File: src/rtl/odometer_multich_ctrl.sv
// Multi-channel ring-oscillator odometer sequencer: stress, then sweep the masked
// channels measuring beat periods. Define ODO_AVG_EN to average 2^AVG_LOG2 periods.
//
// state  | meaning
// IDLE   | stress off, waiting for START or a sweep request
// STRESS | stress enabled on masked channels (DC or divided AC)
// SETTLE | channel just selected, letting the RO pair settle
// SYNC   | waiting for the first beat edge of the channel
// COUNT  | counting cycles until the closing beat edge
// DONE   | one-cycle gap after the sweep before stress resumes
module odometer_multich_ctrl #(
   parameter int NUM_CH      = 4,
   parameter int CNT_W       = 12,
   parameter int SETTLE_CYC  = 8,
   parameter int TIMEOUT_CYC = 4095,
   parameter int AC_DIV_LOG2 = 0,
   parameter int AVG_LOG2    = 2,
   localparam int CH_W       = (NUM_CH > 1) ? $clog2(NUM_CH) : 1
) (
   input  logic              AC_STRESS_CLK,
   input  logic              RESETB,
   input  logic              LOAD,
   input  logic              START,
   input  logic              AC_DC,
   input  logic [2:0]        SEL_GATE,
   input  logic [NUM_CH-1:0] CH_MASK,
   input  logic              MEAS_TRIG,
   input  logic [NUM_CH-1:0] BEAT_IN,
   output logic [NUM_CH-1:0] STRESS_EN,
   output logic              STRESS_AC,
   output logic [2:0]        STRESS_SEL,
   output logic              MEAS_EN,
   output logic [CH_W-1:0]   CH_SEL,
   output logic [CNT_W-1:0]  BF_COUNT,
   output logic [CH_W-1:0]   BF_CH,
   output logic              BF_VALID,
   output logic              OVF,
   output logic              BUSY
);

   typedef enum logic [2:0] {S_IDLE, S_STRESS, S_SETTLE, S_SYNC, S_COUNT, S_DONE} state_t;

`ifdef ODO_AVG_EN
   localparam int AVG_SH = AVG_LOG2;
`else
   localparam int AVG_SH = 0;
`endif
   localparam int TMR_MAX   = (SETTLE_CYC > TIMEOUT_CYC) ? SETTLE_CYC : TIMEOUT_CYC;
   localparam int TMR_W     = $clog2(TMR_MAX + 1);
   localparam int DIV_W     = (AC_DIV_LOG2 > 0) ? AC_DIV_LOG2 : 1;
   localparam int AVG_IDX_W = (AVG_SH > 0) ? AVG_SH : 1;
   localparam int SUM_W     = CNT_W + AVG_SH;
   localparam logic [TMR_W-1:0]     SETTLE_LD  = TMR_W'(SETTLE_CYC - 1);
   localparam logic [TMR_W-1:0]     TIMEOUT_LD = TMR_W'(TIMEOUT_CYC - 1);
   localparam logic [CNT_W-1:0]     CNT_MAX    = '1;
   localparam logic [DIV_W-1:0]     DIV_MAX    = DIV_W'((1 << AC_DIV_LOG2) - 1);
   localparam logic [AVG_IDX_W-1:0] AVG_LAST   = AVG_IDX_W'((1 << AVG_SH) - 1);

   state_t                state, state_nxt;
   logic                  ac_dc_q, trig_q, ac_q, ovf_acc;
   logic [2:0]            sel_q;
   logic [NUM_CH-1:0]     mask_q, beat_s1, beat_s2, beat_s3;
   logic [CH_W-1:0]       ch_sel, first_ch, nxt_ch, bf_ch_q;
   logic                  nxt_found;
   logic [TMR_W-1:0]      tmr;
   logic [CNT_W-1:0]      cnt, bf_count_q, rep_cnt;
   logic [DIV_W-1:0]      div_cnt;
   logic [AVG_IDX_W-1:0]  avg_idx;
   logic [SUM_W-1:0]      sum, sum_nxt;
   logic                  bf_valid_q, ovf_q;
   logic                  sweep_req, beat_edge, tmr_zero, cnt_sat, last_period;
   logic                  cfg_we, rep, rep_ovf;

   assign sweep_req   = trig_q & ~MEAS_TRIG & (|mask_q);
   assign beat_edge   = beat_s2[ch_sel] & ~beat_s3[ch_sel];
   assign tmr_zero    = (tmr == '0);
   assign cnt_sat     = (cnt == CNT_MAX);
   assign last_period = (avg_idx == AVG_LAST);
   assign sum_nxt     = sum + SUM_W'(cnt);

   always_comb begin
      first_ch  = '0;
      nxt_ch    = '0;
      nxt_found = 1'b0;
      for (int i = NUM_CH - 1; i >= 0; i--) begin
         if (mask_q[i]) first_ch = CH_W'(i);
         if (mask_q[i] && (CH_W'(i) > ch_sel)) begin
            nxt_ch    = CH_W'(i);
            nxt_found = 1'b1;
         end
      end
   end

   always_comb begin
      state_nxt = state;
      rep       = 1'b0;
      rep_cnt   = CNT_MAX;
      rep_ovf   = 1'b1;
      case (state)
         S_IDLE:   if (sweep_req) state_nxt = S_SETTLE;
                   else if (START) state_nxt = S_STRESS;
         S_STRESS: if (sweep_req) state_nxt = S_SETTLE;
                   else if (!START) state_nxt = S_IDLE;
         S_SETTLE: if (tmr_zero) state_nxt = S_SYNC;
         S_SYNC: begin
            if (beat_edge) state_nxt = S_COUNT;
            else if (tmr_zero) rep = 1'b1;
         end
         S_COUNT: begin
            if (beat_edge) begin
               if (last_period) begin
                  rep     = 1'b1;
                  rep_cnt = CNT_W'(sum_nxt >> AVG_SH);
                  rep_ovf = ovf_acc | cnt_sat;
               end
            end else if (tmr_zero) begin
               rep = 1'b1;
            end
         end
         S_DONE:   state_nxt = START ? S_STRESS : S_IDLE;
         default:  state_nxt = S_IDLE;
      endcase
      if (rep) state_nxt = nxt_found ? S_SETTLE : S_DONE;
   end

   assign cfg_we     = LOAD && (state == S_IDLE || state == S_STRESS) && (state_nxt != S_SETTLE);
   assign STRESS_EN  = (state == S_STRESS) ? mask_q : '0;
   assign STRESS_AC  = (state == S_STRESS && ac_dc_q) ? ac_q : 1'b1;
   assign STRESS_SEL = sel_q;
   assign MEAS_EN    = (state == S_SETTLE) || (state == S_SYNC) || (state == S_COUNT);
   assign BUSY       = (state != S_IDLE) && (state != S_STRESS);
   assign CH_SEL     = ch_sel;
   assign BF_COUNT   = bf_count_q;
   assign BF_CH      = bf_ch_q;
   assign BF_VALID   = bf_valid_q;
   assign OVF        = ovf_q;

   always_ff @(posedge AC_STRESS_CLK) begin
      if (!RESETB) begin
         state      <= S_IDLE;
         ac_dc_q    <= 1'b0;
         sel_q      <= '0;
         mask_q     <= '0;
         trig_q     <= 1'b1;
         beat_s1    <= '0;
         beat_s2    <= '0;
         beat_s3    <= '0;
         ch_sel     <= '0;
         tmr        <= '0;
         cnt        <= '0;
         div_cnt    <= '0;
         ac_q       <= 1'b1;
         avg_idx    <= '0;
         sum        <= '0;
         ovf_acc    <= 1'b0;
         bf_count_q <= '0;
         bf_ch_q    <= '0;
         bf_valid_q <= 1'b0;
         ovf_q      <= 1'b0;
      end else begin
         state   <= state_nxt;
         trig_q  <= MEAS_TRIG;
         beat_s1 <= BEAT_IN;
         beat_s2 <= beat_s1;
         beat_s3 <= beat_s2;
         if (cfg_we) begin
            ac_dc_q <= AC_DC;
            sel_q   <= SEL_GATE;
            mask_q  <= CH_MASK;
         end
         bf_valid_q <= rep;
         if (rep) begin
            bf_count_q <= rep_cnt;
            bf_ch_q    <= ch_sel;
            ovf_q      <= rep_ovf;
         end
         // AC waveform restarts high with a fresh divider on every STRESS entry
         if (state_nxt == S_STRESS && state != S_STRESS) begin
            div_cnt <= '0;
            ac_q    <= 1'b1;
         end else if (state == S_STRESS) begin
            if (div_cnt == DIV_MAX) begin
               div_cnt <= '0;
               ac_q    <= ~ac_q;
            end else begin
               div_cnt <= div_cnt + 1'b1;
            end
         end
         case (state)
            S_IDLE, S_STRESS: begin
               if (state_nxt == S_SETTLE) begin
                  ch_sel <= first_ch;
                  tmr    <= SETTLE_LD;
               end
            end
            S_SETTLE: tmr <= tmr_zero ? TIMEOUT_LD : tmr - 1'b1;
            S_SYNC: begin
               tmr <= beat_edge ? TIMEOUT_LD : tmr - 1'b1;
               if (beat_edge) begin
                  cnt     <= CNT_W'(1);
                  sum     <= '0;
                  avg_idx <= '0;
                  ovf_acc <= 1'b0;
               end
            end
            S_COUNT: begin
               if (beat_edge) begin
                  cnt     <= CNT_W'(1);
                  tmr     <= TIMEOUT_LD;
                  sum     <= sum_nxt;
                  avg_idx <= avg_idx + 1'b1;
                  ovf_acc <= ovf_acc | cnt_sat;
               end else begin
                  cnt <= cnt_sat ? cnt : cnt + 1'b1;
                  tmr <= tmr - 1'b1;
               end
            end
            default: ;
         endcase
         if (rep && nxt_found) begin
            ch_sel <= nxt_ch;
            tmr    <= SETTLE_LD;
         end
      end
   end

endmodule

File: config.mk
export PLATFORM = sky130hd
export DESIGN_NAME = odometer_multich_ctrl
export DESIGN_NICKNAME = d
export VERILOG_FILES = /design/src/rtl/odometer_multich_ctrl.sv
export SDC_FILE = /design/constraint.sdc
export NUM_CORES = 1
export LEC_CHECK = 0
export CORE_ASPECT_RATIO = 2
export CORE_MARGIN = 2
export CORE_UTILIZATION = 35
export CTS_BUF_LIST = sky130_fd_sc_hd__clkbuf_16
export DETAILED_ROUTE_END_ITERATION = 10
export HOLD_SLACK_MARGIN = 0.03
export PLACE_DENSITY = 0.52
export SLEW_MARGIN = 20
export SYNTH_ARGS = -nofsm -noshare
export SYNTH_HDL_FRONTEND = slang
export SYNTH_SLANG_ARGS = --single-unit
File: constraint.sdc
create_clock -name AC_STRESS_CLK -period 3.2 [get_ports AC_STRESS_CLK]
set_input_delay 0.32 -clock AC_STRESS_CLK [delete_from_list [all_inputs] [get_ports AC_STRESS_CLK]]
set_output_delay 0.32 -clock AC_STRESS_CLK [all_outputs]
set_load 0.1 [all_outputs]
Word level (Yosys, flattened, before mapping)
Index checks and enable logic that the tools add are counted.
Storage, ports and cells
  bits in writable memories: 0
  bits in read-only memories: 0
  latch bits: 0
  register bits: 82
  output and inout port bits: 28
  input bits: 17
  memories: 0
Operators by class
  bitwise operators: 9
  equality and inequality tests: 15
  $lt $le $gt $ge: 5
  multipliers: 0
  add/sub/neg operators: 5
  shifts and indexed selects: 0
  mux-type cells: 60
  reductions and logical operators: 32
  div/mod/pow operators: 0
Operator list (number)
  two-way mux 12 bit: 11
  case mux 12 bit (2 select lines): 2
  case mux 12 bit (3 select lines): 1
  two-way mux 3 bit: 9
  two-way mux 2 bit: 11
  two-way mux 1 bit: 19
  case mux 3 bit (6 select lines): 1
  adder 12 x 1 -> 12 bit, second input constant: 1
  adder 12 bit: 1
  equality test 12 bit, second input constant: 1
  logical NOT 12 bit: 1
  subtractor 12 x 1 -> 12 bit, second input constant: 1
  logical AND 1 bit: 10
  equality test 3 x 2 -> 1 bit, second input constant: 3
  AND reduction 2 bit: 4
  OR reduction 2 bit: 4
  equality test 3 x 1 -> 1 bit, second input constant: 2
  equality test 3 bit, second input constant: 2
  != test 2 bit, second input constant: 3
  != test 3 bit, second input constant: 2
  case mux 1 bit (2 select lines): 3
  AND reduction 3 bit: 2
  nonzero test 2 bit: 3
  nonzero test 3 bit: 2
  other kinds (15): 27

Logic depth before layout (Yosys ltp)
  word-level depth: 12
  mapped depth: 9
  gate-level depth less buffers: 8

Least setup slack after synthesis
No wires, ideal clock.
  path kind: register to register
  start point: register ch_sel[0] (netlist: CH_SEL[0])
  end point: register ovf_q (netlist: OVF)
  clock period less this slack: 2.819 ns
  stages on the path, launching flop included: 7
  data required time: 3.078 ns
  arrival: 2.697 ns
  slack: 0.381 ns
  library setup time: 0.122 ns
  buffers on the path: 2
  cells stage by stage: dfxtp_1 buf_6 mux4_2 or3_4 buf_6 or3_1 o311a_1
On the way
  longest elaborated chain between the ends: 6
  elaborated cells between the ends (all ways): 11
  those cells by class: 9 x mux; 2 x bitwise
Ends and longest elaborated chain
  start, declared: line 63  | logic [CH_W-1:0] ch_sel, first_ch, nxt_ch, bf_ch_q;
  start signal, assigned: line 192  | ch_sel <= first_ch;
  start signal, assigned: line 221  | ch_sel <= nxt_ch;
  binary-select mux 1 bit (select 2 bit): line 75  | assign beat_edge = beat_s2[ch_sel] & ~beat_s3[ch_sel];
  two-way mux 1 bit (implied by the code): line 75
  inverter 1 bit: line 75
  bitwise AND 1 bit *: line 75
  two-way mux 1 bit, on equally long branches: line 110, 106
  case mux 1 bit (2 select lines) or two-way mux 1 bit (tied branches): line 99  | case (state)
  end signal, assigned: line 175  | ovf_q <= rep_ovf;
  end, declared: line 70  | logic bf_valid_q, ovf_q;
Mark *: on every way between the ends. The rest lies on a longest branch, timed or not. The select of a mux whose other input is x is not followed.
A chain may end at the register's enable or synchronous reset.

Final worst setup path
  start point: register ch_sel[0] (netlist: CH_SEL[0])
  end point: register mask_q[2]
On the way
  longest elaborated chain between the ends: 10
  elaborated cells between the ends (all ways): 27
  those cells by class: 4 x order compare; 1 x eq/ne; 15 x mux; 2 x bitwise; 5 x reduce/logical
Ends and longest elaborated chain
  > comparator 2 bit: line 87  | if (mask_q[i] && (CH_W'(i) > ch_sel)) begin
  logical AND 1 bit: line 87
  two-way mux 1 bit (4 in series): line 87
  two-way mux 3 bit: line 123  | if (rep) state_nxt = nxt_found ? S_SETTLE : S_DONE;
  two-way mux 3 bit *: line 123
  != test 3 x 2 -> 1 bit *: line 126  | assign cfg_we = LOAD && (state == S_IDLE || state == S_STRESS) && (state_nxt != S_SETTLE);
  logical AND 1 bit *: line 126
  end signal, assigned: line 143  | mask_q <= '0;
  end signal, assigned: line 169  | mask_q <= CH_MASK;
  end, declared: line 62  | logic [NUM_CH-1:0] mask_q, beat_s1, beat_s2, beat_s3;
Marked as above.

==> results.sh <==
export IMPL_outcome="finished clean"
export IMPL_grt_start_max_net_pins=31
export IMPL_maxCapViolations=0
export IMPL_worst_setup_hold_path_clk_slew_ns=0.06
export IMPL_grt_overflow_total=0
export IMPL_totalWireLength_mm=11.5
export IMPL_residual_antenna_violating_net_count_after_detailed_routing=0
export IMPL_half_perimeter_wire_length_after_detailed_placement_mm=8.56
export IMPL_synth_seq_cells=81
export IMPL_finalWeightedCongestion=0.867
export IMPL_worst_hold_slack_ns=0.427
export IMPL_fin_worst_skew_ns=0.00610
export IMPL_hp_class="input pin to register"
export IMPL_post_route_cell_area_sq_um=4990
export IMPL_cp_max_fo=11
export IMPL_io_buffer_count=44
export IMPL_layout_worst_path_cycle_share=0.808
export IMPL_crit_arrival_ns=2.86
export IMPL_finalPower_uw=3020
export IMPL_yosysUniqueCellTypes=66
export IMPL_drive_above_1_share=0.0981
export IMPL_irDropWorstVdd_v=0.000334
export IMPL_final_cell_mix="81 x sky130_fd_sc_hd__dfxtp_1, 51 x sky130_fd_sc_hd__nand2_1, 36 x sky130_fd_sc_hd__nor2_1"
export IMPL_clkLatencyLatePin_ns=0.35
export IMPL_total_number_of_yosys_warnings=0
export IMPL_areaGrowthSynthToFinish_pct=20.0
export IMPL_place_area_sq_um=4690
export IMPL_synth_yosys_seq_area_share=0.390
export IMPL_finish_net_count=548
export IMPL_postSynth_topFlopCell="sky130_fd_sc_hd__dfxtp_1"
export IMPL_grt_pass1_wl_mm=18.0
export IMPL_ratio_of_total_power_to_cell_area_nw_per_um2=606
export IMPL_p_leak_uw=0.00196
export IMPL_drv_slew=0
export IMPL_mean_number_of_vias_per_cell=5.42
export IMPL_async_reset_ff_frac=0
export IMPL_synth_edf_count=0
export IMPL_clk_root_buffer_cell="sky130_fd_sc_hd__clkbuf_16"
export IMPL_grt_setup_unrepaired="false"
export IMPL_cts_made_buffers=9
export IMPL_dr_first_iter_drc_count=121
export IMPL_grt_util_all_layers=0.189
export IMPL_instances_no_fill=665
export IMPL_syn_area_per_cell_sq_um=8.70
export IMPL_critPathKind="register to register"
export IMPL_fmax_mhz=387
export IMPL_category_of_the_worst_setup_path_capture_point="register"
export IMPL_synth_cell_area_sq_um=4160
export IMPL_cts_sinks=81
export IMPL_placement_rows=56
export IMPL_final_common_cell="sky130_fd_sc_hd__dfxtp_1"
export IMPL_grt_pass1_vias=3562
export IMPL_cts_root_to_sink_buffers=2
export IMPL_num_antenna_cells=0
export IMPL_first_pass_drt_iterations=4
export IMPL_cts_hold_buffers=0
export IMPL_design_core_area_sq_um=11600
export IMPL_die_width_um=81.1
export IMPL_hold_viol=0
export IMPL_cts_repair_timing_setup_buffer_count=0
export IMPL_worst_setup_path_start_kind="register"
export IMPL_grt_antenna_before_repair=0
export IMPL_remaining_drc_errors=0
export IMPL_fin_crit_ns=2.59
export IMPL_die_area_sq_um=12800
export IMPL_synthCells=478
export IMPL_worst_tran_pin_value_ns=0.994
export IMPL_top_level_ports=45
export IMPL_tritoncts_clock_tree="yes"
export IMPL_slew_headroom=0.335
export IMPL_fin_tns_setup_ns=0
export IMPL_place_detailed_instances=650
export IMPL_post_cts_resized=0
export IMPL_finalSetupViolCount=0
export IMPL_die_h_um=158
export IMPL_floorplan_initialDensity=0.357
export IMPL_num_vias=3605
export IMPL_drt_wirelength_per_cell_um=17.3
export IMPL_ctsHtreeMaxLevel=3
export IMPL_synth_net_count=510
export IMPL_critical_path_required_ns=3.48
[power by group]
part / internal [uW] / switching [uW]
clock network: 669 / 406
registers: 1090 / 80.9
logic: 281 / 498
[per-layer routing]
layer  up-vias  GRT usage  part of all wire  routed length [um]
li1       1786          -                 -                   -
met1      1737      0.185              0.37                4210
met2        58      0.360              0.57                6560
met3        24     0.0336             0.023                 265
met4         0      0.103             0.040                 462
met5         -          0                 0                   0
[per-stage QoR]
step                utilization  worst slack [ns]
global placement          0.403             0.636
global route              0.429             0.464
floorplan                     -             0.381
detailed placement        0.403             0.590
finish                    0.429             0.613
CTS                       0.429             0.583
[flip-flops by register name, summed over array words and instances (netlist names)]
signal	count
BF_COUNT	12
cnt	12
sum	12
tmr	12
beat_s1	4
beat_s2	4
beat_s3	4
mask_q	4
STRESS_SEL	3
state	3
BF_CH	2
CH_SEL	2
BF_VALID	1
OVF	1
ac_dc_q	1
ac_q	1
avg_idx	1
ovf_acc	1
trig_q	1
[Yosys cell counts, drive strengths merged, types with 8 or more instances]
| library cell | n | share of area |
|---|---|---|
| a21oi | 26 | 0.031 |
| and2 | 17 | 0.026 |
| buf | 10 | 0.018 |
| clkbuf | 16 | 0.014 |
| dfxtp | 81 | 0.39 |
| ha | 14 | 0.042 |
| inv | 8 | 0.0072 |
| mux2i | 9 | 0.022 |
| nand2 | 51 | 0.046 |
| nand3 | 12 | 0.014 |
| nand4 | 8 | 0.012 |
| nor2 | 36 | 0.033 |
| nor2b | 16 | 0.024 |
| nor3 | 17 | 0.023 |
| o21ai | 30 | 0.037 |
| xnor2 | 13 | 0.027 |
| xor2 | 8 | 0.017 |
[path summary, 6_finish.rpt]
kind	cells after the start	endpoint	slack, ns	start
min	2	OVF	0.43	RESETB
min reg2reg	1	beat_s2[3]	0.44	beat_s1[3]
max	5	mask_q[2]	0.61	CH_SEL[0]
max reg2reg	5	mask_q[2]	0.61	CH_SEL[0]
[worst max-delay path: stages (launching register included)]
cell and delay (ns):
sky130_fd_sc_hd__dfxtp_1 0.52, sky130_fd_sc_hd__mux4_2 0.69, sky130_fd_sc_hd__or3_4 0.46, sky130_fd_sc_hd__nand3_1 0.13
sky130_fd_sc_hd__o311a_1 0.47, sky130_fd_sc_hd__mux2i_1 0.24
[layout make-up]
| cell class | count | area (sq um) |
|---|---|---|
| clock buffers | 9 | 225 |
| inverters | 8 | 30.0 |
| clock inverters | 6 | 76.3 |
| well taps | 145 | 181 |
| fillers | 1216 | 6640 |
| flip-flops and latches | 81 | 1620 |
| multi-input cells | 363 | 2370 |
| repair buffers | 53 | 480 |
[kinds of logic after synthesis]
family / count (synthesis) / synth area share
XOR/XNOR: 22 / 0.0497
multiplexers: 13 / 0.0379
adder cells (fa/ha/maj): 15 / 0.0469
AO/OA/AOI/OAI: 112 / 0.180
flip-flops: 81 / 0.390
AND/OR/NAND/NOR: 201 / 0.256
buffers and inverters: 34 / 0.0394
(Power assumes the default switching activity.)
